[src/rtl/i2c_pkg.sv]
// i2c_pkg: definitions shared by I2C target blocks.
//   i2c_state_t : byte-level protocol states of a target
//   GCALL_ADDR  : 7-bit general-call address
//   ACK_BIT     : SDA level that acknowledges a byte
//   NACK_BIT    : SDA level that refuses a byte
package i2c_pkg;

  typedef enum logic [3:0] {
    ST_IDLE      = 4'd0,
    ST_ADDR      = 4'd1,
    ST_ADDR_ACK  = 4'd2,
    ST_PTR       = 4'd3,
    ST_PTR_ACK   = 4'd4,
    ST_WDATA     = 4'd5,
    ST_WDATA_ACK = 4'd6,
    ST_RDATA     = 4'd7,
    ST_RDATA_ACK = 4'd8
  } i2c_state_t;

  localparam logic [6:0] GCALL_ADDR = 7'h00;
  localparam logic       ACK_BIT    = 1'b0;
  localparam logic       NACK_BIT   = 1'b1;

endpackage

[src/rtl/i2c_line_sync.sv]
// i2c_line_sync: brings the raw SCL/SDA pins into the clk domain and flags
// bus events. Each event is a registered one-clk pulse.
//   clk, rst_n : system clock, asynchronous active-low reset
//   scl_i      : raw SCL pin
//   sda_i      : raw SDA pin
//   scl_rise   : SCL went low -> high
//   scl_fall   : SCL went high -> low
//   start      : SDA fell while SCL stayed high
//   stop       : SDA rose while SCL stayed high
//   sda_s      : synchronised SDA level, aligned with the event pulses
module i2c_line_sync #(
  parameter int SYNC_STAGES = 2
) (
  input  logic clk,
  input  logic rst_n,
  input  logic scl_i,
  input  logic sda_i,
  output logic scl_rise,
  output logic scl_fall,
  output logic start,
  output logic stop,
  output logic sda_s
);

  logic [SYNC_STAGES-1:0] r_scl_sync;
  logic [SYNC_STAGES-1:0] r_sda_sync;
  logic                   r_scl_d;
  logic                   r_sda_d;
  logic                   r_scl_rise;
  logic                   r_scl_fall;
  logic                   r_start;
  logic                   r_stop;
  logic                   w_scl;
  logic                   w_sda;

  assign w_scl = r_scl_sync[SYNC_STAGES-1];
  assign w_sda = r_sda_sync[SYNC_STAGES-1];

  // Chains reset to the idle-bus level so leaving reset raises no event.
  always_ff @(posedge clk or negedge rst_n) begin
    if (!rst_n) begin
      r_scl_sync <= '1;
      r_sda_sync <= '1;
      r_scl_d    <= 1'b1;
      r_sda_d    <= 1'b1;
      r_scl_rise <= 1'b0;
      r_scl_fall <= 1'b0;
      r_start    <= 1'b0;
      r_stop     <= 1'b0;
    end else begin
      r_scl_sync <= {r_scl_sync[SYNC_STAGES-2:0], scl_i};
      r_sda_sync <= {r_sda_sync[SYNC_STAGES-2:0], sda_i};
      r_scl_d    <= w_scl;
      r_sda_d    <= w_sda;
      r_scl_rise <= w_scl & ~r_scl_d;
      r_scl_fall <= ~w_scl & r_scl_d;
      // SCL must be high in both samples so an SCL edge is never a START/STOP.
      r_start    <= w_scl & r_scl_d & ~w_sda & r_sda_d;
      r_stop     <= w_scl & r_scl_d & w_sda & ~r_sda_d;
    end
  end

  assign scl_rise = r_scl_rise;
  assign scl_fall = r_scl_fall;
  assign start    = r_start;
  assign stop     = r_stop;
  assign sda_s    = r_sda_d;

endmodule

[src/rtl/i2c_slave_regfile.sv]
// i2c_slave_regfile: system-clocked I2C target with a byte register file,
// auto-incrementing pointer and repeated-START support.
//   clk, rst_n          : system clock, asynchronous active-low reset
//   scl_i, sda_i        : raw bus pins (SCL is never driven)
//   sda_oe              : 1 pulls SDA low
//   busy                : addressed, from the address ACK until STOP or a
//                         START with a non-matching address
//   wr_strobe           : one-clk pulse per committed I2C byte
//   wr_addr, wr_data    : index/value of the last committed byte (held)
//   host_we/addr/wdata  : host write port
//   host_rdata          : regs[host_addr], combinational
//   dbg_state           : current protocol state (i2c_state_t encoding)
// Build option I2C_GCALL_EN: ACK general-call writes (7'h00 + W).
//
// Bus handshake: SDA is sampled on the SCL rise event and sda_oe only
// changes on the SCL fall event; every byte transition is taken at the
// fall event that ends its 8th bit or its ACK bit.
module i2c_slave_regfile
  import i2c_pkg::*;
#(
  parameter logic [6:0] ADDRESS     = 7'h50,
  parameter int         NUM_REGS    = 16,
  parameter int         SYNC_STAGES = 2,
  localparam int        PTR_W       = $clog2(NUM_REGS)
) (
  input  logic             clk,
  input  logic             rst_n,
  input  logic             scl_i,
  input  logic             sda_i,
  output logic             sda_oe,
  output logic             busy,
  output logic             wr_strobe,
  output logic [PTR_W-1:0] wr_addr,
  output logic [7:0]       wr_data,
  input  logic             host_we,
  input  logic [PTR_W-1:0] host_addr,
  input  logic [7:0]       host_wdata,
  output logic [7:0]       host_rdata,
  output logic [3:0]       dbg_state
);

  logic w_scl_rise, w_scl_fall, w_start, w_stop, w_sda_s;

  i2c_line_sync #(.SYNC_STAGES(SYNC_STAGES)) u_line_sync (
    .clk      (clk),
    .rst_n    (rst_n),
    .scl_i    (scl_i),
    .sda_i    (sda_i),
    .scl_rise (w_scl_rise),
    .scl_fall (w_scl_fall),
    .start    (w_start),
    .stop     (w_stop),
    .sda_s    (w_sda_s)
  );

  i2c_state_t       r_state, w_state_nxt;
  logic [2:0]       r_cnt, w_cnt_nxt;
  logic             r_done, w_done_nxt;       // 8th bit of the byte seen
  logic [7:0]       r_shift, w_shift_nxt;
  logic [PTR_W-1:0] r_ptr, w_ptr_nxt;
  logic             r_rw, w_rw_nxt;
  logic             r_host_ack, w_host_ack_nxt;
  logic             r_sda_oe, w_sda_oe_nxt;
  logic             r_busy, w_busy_nxt;
  logic             r_wr_strobe;
  logic [PTR_W-1:0] r_wr_addr;
  logic [7:0]       r_wr_data;
  logic             w_commit;
  logic [7:0]       r_regs [NUM_REGS];
  logic [PTR_W-1:0] w_ptr_inc;
  logic             w_gcall_hit, w_addr_hit, w_ptr_ok;
  logic [7:0]       w_rd_cur, w_rd_nxt;

  assign w_ptr_inc = (r_ptr == PTR_W'(NUM_REGS - 1)) ? '0 : r_ptr + 1'b1;
  assign w_ptr_ok  = ({1'b0, r_shift} < 9'(NUM_REGS));
  assign w_rd_cur  = r_regs[r_ptr];
  assign w_rd_nxt  = r_regs[w_ptr_inc];

`ifdef I2C_GCALL_EN
  assign w_gcall_hit = (r_shift[7:1] == GCALL_ADDR) && !r_shift[0];
`else
  assign w_gcall_hit = 1'b0;
`endif
  assign w_addr_hit = (r_shift[7:1] == ADDRESS) || w_gcall_hit;

  always_comb begin
    w_state_nxt    = r_state;
    w_cnt_nxt      = r_cnt;
    w_done_nxt     = r_done;
    w_shift_nxt    = r_shift;
    w_ptr_nxt      = r_ptr;
    w_rw_nxt       = r_rw;
    w_host_ack_nxt = r_host_ack;
    w_sda_oe_nxt   = r_sda_oe;
    w_busy_nxt     = r_busy;
    w_commit       = 1'b0;
    if (w_stop) begin
      w_state_nxt  = ST_IDLE;
      w_sda_oe_nxt = 1'b0;
      w_busy_nxt   = 1'b0;
      w_done_nxt   = 1'b0;
    end else if (w_start) begin
      w_state_nxt  = ST_ADDR;
      w_cnt_nxt    = 3'd7;
      w_done_nxt   = 1'b0;
      w_sda_oe_nxt = 1'b0;
    end else begin
      case (r_state)
        ST_ADDR, ST_PTR, ST_WDATA: begin
          if (w_scl_rise) begin
            w_shift_nxt = {r_shift[6:0], w_sda_s};
            w_cnt_nxt   = r_cnt - 3'd1;
            w_done_nxt  = (r_cnt == 3'd0);
          end else if (w_scl_fall && r_done) begin
            w_done_nxt = 1'b0;
            if (r_state == ST_ADDR) begin
              w_rw_nxt = r_shift[0];
              if (w_addr_hit) begin
                w_state_nxt  = ST_ADDR_ACK;
                w_sda_oe_nxt = ACK_BIT ^ 1'b1;
                w_busy_nxt   = 1'b1;
              end else begin
                w_state_nxt = ST_IDLE;
                w_busy_nxt  = 1'b0;
              end
            end else if (r_state == ST_PTR) begin
              if (w_ptr_ok) begin
                w_state_nxt  = ST_PTR_ACK;
                w_sda_oe_nxt = 1'b1;
                w_ptr_nxt    = r_shift[PTR_W-1:0];
              end else begin
                w_state_nxt = ST_IDLE;
              end
            end else begin
              w_state_nxt  = ST_WDATA_ACK;
              w_sda_oe_nxt = 1'b1;
            end
          end
        end
        ST_ADDR_ACK: begin
          if (w_scl_fall) begin
            w_cnt_nxt = 3'd7;
            if (!r_rw) begin
              w_state_nxt  = ST_PTR;
              w_sda_oe_nxt = 1'b0;
            end else begin
              w_state_nxt  = ST_RDATA;
              w_shift_nxt  = w_rd_cur;
              w_sda_oe_nxt = ~w_rd_cur[7];
            end
          end
        end
        ST_PTR_ACK: begin
          if (w_scl_fall) begin
            w_state_nxt  = ST_WDATA;
            w_sda_oe_nxt = 1'b0;
            w_cnt_nxt    = 3'd7;
          end
        end
        ST_WDATA_ACK: begin
          if (w_scl_fall) begin
            w_commit     = 1'b1;
            w_ptr_nxt    = w_ptr_inc;
            w_state_nxt  = ST_WDATA;
            w_sda_oe_nxt = 1'b0;
            w_cnt_nxt    = 3'd7;
          end
        end
        ST_RDATA: begin
          if (w_scl_rise) begin
            w_cnt_nxt  = r_cnt - 3'd1;
            w_done_nxt = (r_cnt == 3'd0);
          end else if (w_scl_fall) begin
            if (r_done) begin
              w_done_nxt   = 1'b0;
              w_state_nxt  = ST_RDATA_ACK;
              w_sda_oe_nxt = 1'b0;
            end else begin
              w_shift_nxt  = {r_shift[6:0], 1'b0};
              w_sda_oe_nxt = ~r_shift[6];
            end
          end
        end
        ST_RDATA_ACK: begin
          if (w_scl_rise) begin
            w_host_ack_nxt = w_sda_s;
          end else if (w_scl_fall) begin
            if (r_host_ack == ACK_BIT) begin
              w_ptr_nxt    = w_ptr_inc;
              w_shift_nxt  = w_rd_nxt;
              w_sda_oe_nxt = ~w_rd_nxt[7];
              w_state_nxt  = ST_RDATA;
              w_cnt_nxt    = 3'd7;
            end else begin
              w_state_nxt = ST_IDLE;
            end
          end
        end
        default: ;
      endcase
    end
  end

  always_ff @(posedge clk or negedge rst_n) begin
    if (!rst_n) begin
      r_state     <= ST_IDLE;
      r_cnt       <= 3'd7;
      r_done      <= 1'b0;
      r_shift     <= '0;
      r_ptr       <= '0;
      r_rw        <= 1'b0;
      r_host_ack  <= NACK_BIT;
      r_sda_oe    <= 1'b0;
      r_busy      <= 1'b0;
      r_wr_strobe <= 1'b0;
      r_wr_addr   <= '0;
      r_wr_data   <= '0;
    end else begin
      r_state     <= w_state_nxt;
      r_cnt       <= w_cnt_nxt;
      r_done      <= w_done_nxt;
      r_shift     <= w_shift_nxt;
      r_ptr       <= w_ptr_nxt;
      r_rw        <= w_rw_nxt;
      r_host_ack  <= w_host_ack_nxt;
      r_sda_oe    <= w_sda_oe_nxt;
      r_busy      <= w_busy_nxt;
      r_wr_strobe <= w_commit;
      if (w_commit) begin
        r_wr_addr <= r_ptr;
        r_wr_data <= r_shift;
      end
    end
  end

  // The I2C commit is the later assignment, so it wins a same-index collision.
  always_ff @(posedge clk or negedge rst_n) begin
    if (!rst_n) begin
      for (int i = 0; i < NUM_REGS; i++) r_regs[i] <= '0;
    end else begin
      if (host_we && (int'(host_addr) < NUM_REGS)) r_regs[host_addr] <= host_wdata;
      if (w_commit) r_regs[r_ptr] <= r_shift;
    end
  end

  assign host_rdata = (int'(host_addr) < NUM_REGS) ? r_regs[host_addr] : 8'h00;
  assign sda_oe     = r_sda_oe;
  assign busy       = r_busy;
  assign wr_strobe  = r_wr_strobe;
  assign wr_addr    = r_wr_addr;
  assign wr_data    = r_wr_data;
  assign dbg_state  = r_state;

endmodule

[config.mk]
export PLATFORM = sky130hd
export DESIGN_NAME = i2c_slave_regfile
export DESIGN_NICKNAME = d
export VERILOG_FILES = /design/src/rtl/i2c_pkg.sv /design/src/rtl/i2c_line_sync.sv /design/src/rtl/i2c_slave_regfile.sv
export SDC_FILE = /design/constraint.sdc
export NUM_CORES = 1
export LEC_CHECK = 0
export ABC_AREA = 0
export BUFFER_PORTS_ARGS = -buffer_cell sky130_fd_sc_hd__buf_2
export CORE_AREA = 2 2 149 151
export CTS_BUF_LIST = sky130_fd_sc_hd__clkbuf_8 sky130_fd_sc_hd__clkbuf_16
export DETAILED_ROUTE_END_ITERATION = 16
export DIE_AREA = 0 0 151 153
export PLACE_DENSITY = 0.84
export SETUP_SLACK_MARGIN = 0.2
export SYNTH_ARGS = -nofsm -noshare
export SYNTH_HDL_FRONTEND = slang
export SYNTH_SLANG_ARGS = --single-unit
[constraint.sdc]
create_clock -name clk -period 2.8 [get_ports clk]
set_input_delay 0.56 -clock clk [delete_from_list [all_inputs] [get_ports clk]]
set_output_delay 0.56 -clock clk [all_outputs]
set_load 0.03 [all_outputs]
Word level (Yosys, flattened, before mapping)
Index checks and enable logic that the tools add are counted.

word-level totals
  register bits = 175
  latch bits = 0
  bits in writable memories = 0
  ROM bits = 0
  input bits = 17
  output and inout bits = 27
  word-level logic and storage cells = 233
  memories = 0

operators by class
  add/subtract/negate cells = 2
  multipliers = 0
  div/mod/pow operators = 0
  $lt $le $gt $ge = 6
  equal/unequal tests = 46
  shifts and indexed selects = 0
  muxes and demuxes = 98
  bitwise logic cells = 20
  reduce and logical (&&, ||, !) cells = 25

operators with widths
  cell                number
  $bwmux 128          2
  $mux 128            2
  $mux 8              17
  $bmux 8 s4          3
  $mux 4              23
  $demux 8 s4         2
  $reduce_and 12->1   3
  $mux 1              33
  $pmux 8 s4          1
  $mux 3              9
  $ne 2x2->1 const B  12
  $pmux 4 s5          1
  $eq 4x3->1 const B  4
  $ne 4x1->1 const B  4
  $ge 5x5->1 const B  3
  $not 4->5           3
  $ne 4x2->1 const B  3
  $ne 4x4->1 const B  3
  $pmux 4 s3          1
  $reduce_bool 4->1   3
  $lt 5x1->1 const B  2
  $ne 2x1->1 const B  5
  $not 1->1           10
  $reduce_and 10->1   1
  32 further kinds    47

Longest topological paths before layout
Gate-level depths: netlist of the first run.

  depth after elaboration = 13
  depth in mapped cells = 12

Hierarchy
A second synthesis of the first run with hierarchy kept.

unflattened totals
  cell total of the unflattened synthesis = 1116
  area total of the unflattened synthesis = 11716.2 µm²

by module, submodules not included
  module             times used  cells an instance  area each (µm²)  seq. area each (µm²)
  i2c_slave_regfile  1           1102               11426.0          4134.0
  i2c_line_sync      1           14                 290.3            257.7

Worst setup path before layout of the first run
No wires, ideal clock.

  path type = reg2reg
  start = register r_ptr[0]
  end = register r_shift[4]
  setup time = 0.065 ns
  data arrival time = 2.880 ns
  required time = 2.735 ns
  slack = -0.146 ns
  stages on the path, launching flop included = 12
  path buffers = 6
  clock period less this slack = 2.946 ns
  path through = dfrtp_1 buf_6 buf_2 buf_2 inv_1 ha_1 buf_2 clkbuf_1 clkbuf_1 o2111ai_1 a311oi_1 o22a_1

on the way
  word-level cells in the longest chain between the ends = 10
  elaborated cells on any way between the ends = 17
  those cells by class = add/sub (1); eq/ne (1); mux (13); bitwise (2)

RTL lines
  element                                    RTL line                  RTL
  from (decl)                                i2c_slave_regfile.sv:60   logic [PTR_W-1:0] r_ptr, w_ptr_nxt;
  from (signal assigned)                     i2c_slave_regfile.sv:223  r_ptr <= w_ptr_nxt;
  $add 4x1->4 or $eq 4x4->1 (tied branches)  i2c_slave_regfile.sv:74   assign w_ptr_inc = (r_ptr == PTR_W'(NUM_REGS - 1)) ? '0 : r_ptr + 1'b1;
  $mux 4                                     i2c_slave_regfile.sv:74
  $not 4->5 (implied by the code)            i2c_slave_regfile.sv:77   assign w_rd_nxt = r_regs[w_ptr_inc];
  $bmux 8 s4                                 i2c_slave_regfile.sv:77
  $mux 8 (implied by the code) (2 in a row)  i2c_slave_regfile.sv:77
  $mux 8                                     i2c_slave_regfile.sv:188  if (r_host_ack == ACK_BIT) begin
  $mux 8                                     i2c_slave_regfile.sv:187  end else if (w_scl_fall) begin
  $mux 8                                     i2c_slave_regfile.sv:185  if (w_scl_rise) begin
  $pmux 8 s4 *                               i2c_slave_regfile.sv:108  case (r_state)
  to (signal assigned)                       i2c_slave_regfile.sv:222  r_shift <= w_shift_nxt;
  to (decl)                                  i2c_slave_regfile.sv:59   logic [7:0] r_shift, w_shift_nxt;

Mark *: on every way between the ends. The rest lies on a longest branch, timed or not. The select of a mux whose other input is x is not followed.
A chain may end at the register's enable or synchronous reset.

Worst setup path after layout of the first run
  start = register r_state[0] (netlist: dbg_state[0])
  end = register r_regs[125] (netlist name)

on the way
  word-level cells in the longest chain between the ends = 5

RTL lines
  element                          RTL line                  RTL
  from (decl)                      i2c_slave_regfile.sv:56   i2c_state_t r_state, w_state_nxt;
  from (signal assigned)           i2c_slave_regfile.sv:219  r_state <= w_state_nxt;
  $eq 4x3->1                       i2c_slave_regfile.sv:108
  $mux 1                           i2c_slave_regfile.sv:108
  $mux 1                           i2c_slave_regfile.sv:102  end else if (w_start) begin
  $mux 1                           i2c_slave_regfile.sv:97   if (w_stop) begin
  $mux 128                         i2c_slave_regfile.sv:242  if (w_commit) r_regs[r_ptr] <= r_shift;
  to (signal, indexed assignment)  i2c_slave_regfile.sv:242
  to (decl)                        i2c_slave_regfile.sv:69   logic [7:0] r_regs [NUM_REGS];

Every way passes these cells.

==> metrics.yaml, run 1 <==
finish:
  layout_commonest_cell: "nor2_1"
  nNetsFinal: 1307
  design_area_um2: 13970
  final_cell_mix: "nor2_1 (163), a21oi_1 (155), mux2i_1 (150)"
  drive_gt1_share_pct: 29.22
  area_growth_pct: 16.44
grt:
  first_global_vias: 10470
  grt_start_max_net_pins: 60
  grt_pass1_wl_um: 65290
  gr-total-overflow: 0
  track_usage_pct: 38.10
  antenna_found_initial: 2
floorplanning:
  placementRows: 54
  start_util_pct: 55.85
  coreArea_um2: 21490
  die_x_um: 151
  io_pins: 44
  die_area_um2: 23100
  fp.dieH_um: 153
timing:
  fin_crit_sh_pct: 96.02
  final_max_slew_viol_count: 0
  hold_violations: 0
  finalSetupViolations: 0
  rsz0062_at_grt: "true"
  worst_slew_pin_slew_ns: 0.9361
  post-route-min-period_ns: 2.688
  worst_clock_skew_ns: 0.01555
  max-slew-margin-rel_pct: 37.60
  timing.fmax_mhz: 372.0
  finalSetupTns_ns: 0
synth:
  synth_edf_count: 0
  synth_warnings: 0
  ys_types: 72
  syn_avg_cell_area_um2: 10.01
  synth-main-ff-cell: "dfrtp_1"
  async_flop_share_pct: 100.0
  syn_area_um2: 12000
  synth_cells: 1199
  synth-seq-cells: 175
  synth_fp_nets: 1222
  seq_area_frac_synth_pct: 36.60
clock_tree:
  insertion_delay_ns: 0.45
  path_clk_slew_ns: 0.07
  cts_buffers: 17
  cts_tree: "yes"
  cts_root_buf: "clkbuf_16"
  cts.sinks: 175
  cts-htree-levels: 4
  clockBufferDepth: 2
detailed_routing:
  drt-wirelength-per-cell_um: 27.32
  wl_met2_um: 19170
  drtAntennaViolNets: 0
  met3_wirelength_um: 6128
  dr.pass1.iters: 7
  vias: 11260
  dr.max_layer_used: "met4"
  via_per_inst: 7.130
  drtIter0Drc: 1857
  wl_met1_um: 15020
  drc: 0
  wirelength_um: 43140
placed_design:
  portBuffers: 43
  place_area_um2: 12750
  place.gp.congestion: 1.047
  dp_hpwl_um: 28740
worst_setup_path:
  end_kind: "flop"
  cp_max_fo: 18
  required_ns: 3.08
  start_kind: "flop"
  path_class: "reg -> reg"
  critPathArrivalTime_ns: 2.97
power:
  peakVddDrop_v: 0.0006486
  p_per_area_nw_per_um2: 1219
  leakagePower_nw: 5.706
worst_hold_path:
  min-delay-path-class: "in -> async"
run:
  maxCapViolCount: 0
status:
  status: "complete, no violations"
-- worst paths after layout --
check / from / endpoint / slack, ns / cells after the start
setup / recovery: dbg_state[0] / r_regs[125] / 0.11 / 7
min in group clk: scl_i / u_line_sync.r_scl_sync[0] / 0.21 / 1
setup reg to reg: dbg_state[0] / r_regs[125] / 0.11 / 7
hold / removal: rst_n / r_regs[122] / 0.04 / 1
hold reg to reg: u_line_sync.r_scl_sync[0] / u_line_sync.r_scl_sync[1] / 0.36 / 0
max in group asynchronous: rst_n / r_regs[74] / 1.88 / 2
-- critical path, cell delays in order (launching register included) --
cell	delay [ns]
dfrtp_1	0.40
buf_4	0.20
nor2b_1	0.21
nand4_1	0.22
nor3_1	0.55
nand2_1	0.58
nor2_1	0.30
a21oi_1	0.07
-- synth_stat cells (9+ instances only) --
library cell / count / area, µm²
buf_1: 10 / 37.54
nand2_1: 99 / 371.6
nand2b_1: 16 / 100.1
nor2_1: 163 / 611.8
o21ai_0: 34 / 170.2
dfrtp_1: 165 / 4129
a21oi_1: 155 / 775.7
a22o_1: 11 / 96.34
nor2b_1: 10 / 62.56
buf_2: 22 / 110.1
dfstp_2: 10 / 262.8
mux4_2: 88 / 1982
mux2_2: 13 / 146.4
o211ai_1: 9 / 67.56
clkbuf_1: 69 / 259.0
mux2i_1: 151 / 1511
nand3_1: 15 / 75.07
inv_1: 11 / 41.29
-- state kept, by name (all words and copies together), names as in the netlist, 2 cells and up --
signal and count:
dbg_state 4, r_cnt 3, r_ptr 4, r_regs 128
r_shift 8, u_line_sync.r_scl_sync 2, u_line_sync.r_sda_sync 2, wr_addr 4
wr_data 8
-- metal layers --
| layer | vias up | global-route usage, % |
|---|---|---|
| li1 | 4613 | - |
| met1 | 5394 | 50.96 |
| met2 | 1001 | 57.19 |
| met3 | 250 | 11.73 |
| met4 | 0 | 17.49 |
| met5 | - | 0 |
-- kinds of logic (layout without fill, tap and decap cells) --
family                   count (synthesis)  in the layout  synth area share (%)
AND/OR/NAND/NOR                        361            361                 13.64
AO/OA/AOI/OAI                          281            281                 14.20
multiplexers                           252            252                 30.33
flip-flops                             175            175                 36.60
buffers and inverters                  120            218                 4.296
adder cells (fa/ha/maj)                  7              7                0.7091
XOR/XNOR                                 3              3                0.2190
other                                    0              2                     0
-- repair_timing --
action	4_1_cts	5_1_grt
buffers inserted	51	3
resized for setup	58	19
hold buffers	0	0
cloned	2	1
pin swaps	0	1
setup endpoints to repair	8	50
hold endpoints to repair	0	0
-- report_power, final --
| group | internal (mW) | switching (mW) | total, mW |
|---|---|---|---|
| registers | 3.60 | 1.31 | 4.90 |
| clock network | 1.17 | 1.16 | 2.33 |
| logic | 4.50 | 5.30 | 9.80 |
-- per-stage QoR --
step	total power, mW	setup slack [ns]	instances	utilization (%)	hold slack, ns
after floorplan	10.42	0.1904	1199	-	0.2644
after global placement	13.08	0.08073	1488	59.33	0.3471
after detailed placement	13.27	0.05199	1488	59.33	0.3490
after CTS	16.32	0.1657	1573	64.52	0.04598
after global routing	17.66	-0.003941	1578	65.02	0.05906
final	17.03	0.1115	1579	65.03	0.04091
-- area by class of cell --
type | count | area, µm²
clock inverters | 15 | 127.6
diodes | 2 | 5.005
flip-flops and latches | 175 | 4443
clock buffers | 17 | 425.4
multi-input cells | 904 | 7137
inverters | 12 | 45.04
repair buffers | 174 | 1439
fillers | 1669 | 7513
well taps | 280 | 350.3
(Power assumes the default switching activity.)
==> inputs of run 2 (changes only) <==
--- a/config.mk
+++ b/config.mk
@@ -7,11 +7,11 @@
 export LEC_CHECK = 0
 export ABC_AREA = 0
 export BUFFER_PORTS_ARGS = -buffer_cell sky130_fd_sc_hd__buf_2
-export CORE_AREA = 2 2 149 151
+export CORE_AREA = 2 2 151 153
 export CTS_BUF_LIST = sky130_fd_sc_hd__clkbuf_8 sky130_fd_sc_hd__clkbuf_16
 export DETAILED_ROUTE_END_ITERATION = 16
-export DIE_AREA = 0 0 151 153
-export PLACE_DENSITY = 0.84
+export DIE_AREA = 0 0 153 155
+export PLACE_DENSITY = 0.82
 export SETUP_SLACK_MARGIN = 0.2
 export SYNTH_ARGS = -nofsm -noshare
 export SYNTH_HDL_FRONTEND = slang
==> metrics.yaml, run 2 (synthesis results as in run 1) <==
finish:
  design_area_um2: 13950
  area_growth_pct: 16.30
  top_register: "r_regs"
  drive_gt1_share_pct: 29.46
  largest_reg_flops: 128
  nNetsFinal: 1300
  final_cell_mix: "nor2_1 (163), a21oi_1 (155), mux2i_1 (150)"
  final_cells: 1577
  fin_util_pct: 62.78
  layout_commonest_cell: "nor2_1"
clock_tree:
  clockBufferDepth: 2
  cts-htree-levels: 4
  cts_root_buf: "clkbuf_16"
  path_clk_slew_ns: 0.07
  cts_tree: "yes"
  cts_buffers: 17
  insertion_delay_ns: 0.45
  cts.sinks: 175
floorplanning:
  start_util_pct: 53.98
  io_pins: 44
  die_x_um: 153
  die_area_um2: 23720
  fp.dieH_um: 155
  coreArea_um2: 22230
  placementRows: 55
detailed_routing:
  drc: 0
  drt-wirelength-per-cell_um: 26.83
  drtAntennaViolNets: 0
  wirelength_um: 42310
  drtIter0Drc: 1624
  vias: 10980
  via_per_inst: 6.963
  dr.pass1.iters: 8
run:
  maxCapViolCount: 0
timing:
  finalSetupTns_ns: 0
  post-route-min-period_ns: 2.663
  timing.fmax_mhz: 375.5
  hold_violations: 0
  rsz0062_at_grt: "true"
  fin_crit_sh_pct: 95.12
  worst_slew_pin_slew_ns: 0.9775
  final_max_slew_viol_count: 0
  worst_slack_ns: 0.1367
  finalSetupViolations: 0
  worst_clock_skew_ns: 0.01172
  max-slew-margin-rel_pct: 34.83
  whs_ns: 0.09644
placed_design:
  portBuffers: 43
  placed_cells: 1488
  dp_hpwl_um: 28990
  place_area_um2: 12730
  place.gp.congestion: 1.036
  dp_slack_ns: 0.03037
grt:
  grt_start_max_net_pins: 61
  antenna_found_initial: 3
  first_global_vias: 10490
  track_usage_pct: 35.91
  gr-total-overflow: 0
  grt_pass1_wl_um: 64920
worst_setup_path:
  cp_max_fo: 4
  path_class: "reg -> out"
  start_kind: "flop"
  end_kind: "primary output"
  r2r_slack_ns: 0.19
  r2r-end: "sda_oe"
  required_ns: 2.24
  critPathArrivalTime_ns: 2.10
  rr_worst_depth: 8
  r2r_start: "r_ptr[0]"
power:
  total_power_mw: 16.98
  leakagePower_nw: 5.673
  peakVddDrop_v: 0.0006052
  p_per_area_nw_per_um2: 1217
status:
  status: "complete, no violations"
worst_hold_path:
  min-delay-path-class: "in -> async"
run 2: cell count changes in the layout (fill, tap and decap cells not counted), moves of 2 or more:
cell,delta
buf_4,-7
clkinvlp_4,-2
ha_2,+2
inv_8,-3
inv_6,+3
dfrtp_2,+5
clkinv_8,+2
dfrtp_1,-5
buf_12,+3
inv_1,-2
run 2: critical path, cell delays in order (launching register included):
cell	delay, ns
dfrtp_2	0.46
mux4_2	0.47
mux4_2	0.55
buf_6	0.17
run 2: routing by layer:
| metal | track usage (%) | vias to the layer above | routed length [µm] |
|---|---|---|---|
| met2 | 55.80 | 889 | 19060 |
| met4 | 16.40 | 0 | 2321 |
| met1 | 47.53 | 5299 | 15440 |
| met5 | 0 | - | 0 |
| li1 | - | 4605 | - |
| met3 | 9.666 | 187 | 5482 |
run 2: layout make-up:
class,instances,area (µm²)
Timing Repair Buffer,167,1395
Tap cell,285,356.6
Inverter,12,45.04
Multi-Input combinational cell,904,7126
Antenna cell,2,5.005
Clock buffer,18,439.2
Fill cell,1737,8273
Sequential cell,175,4449
Clock inverter,14,138.9
run 2: power breakdown:
part	switching, mW	leakage (nW)	internal [mW]	total (mW)
combinational	5.22	3.46	4.44	9.66
clock	1.19	0.286	1.21	2.40
sequential	1.31	1.93	3.60	4.91
run 2: repair_timing:
item,CTS,global route
gates cloned,2,0
resized for setup,62,18
buffers inserted,40,13
hold buffers,0,0
pin swaps,1,1
setup endpoints to repair,15,139
run 2: worst max-delay path by stage:
stage | startpoint | endpoint | slack (ns) | cells past startpoint
6_report | r_regs[46] | host_rdata[6] | 0.14 | 3
5_1_grt | r_ptr[2] | r_regs[69] | 0.10 | 6
4_1_cts | r_regs[102] | host_rdata[6] | 0.12 | 3
3_5_place_dp | host_addr[0] | host_rdata[6] | 0.03 | 5
3_3_place_gp | host_addr[0] | host_rdata[6] | 0.04 | 5
2_1_floorplan | r_ptr[0] | r_shift[4] | 0.19 | 11
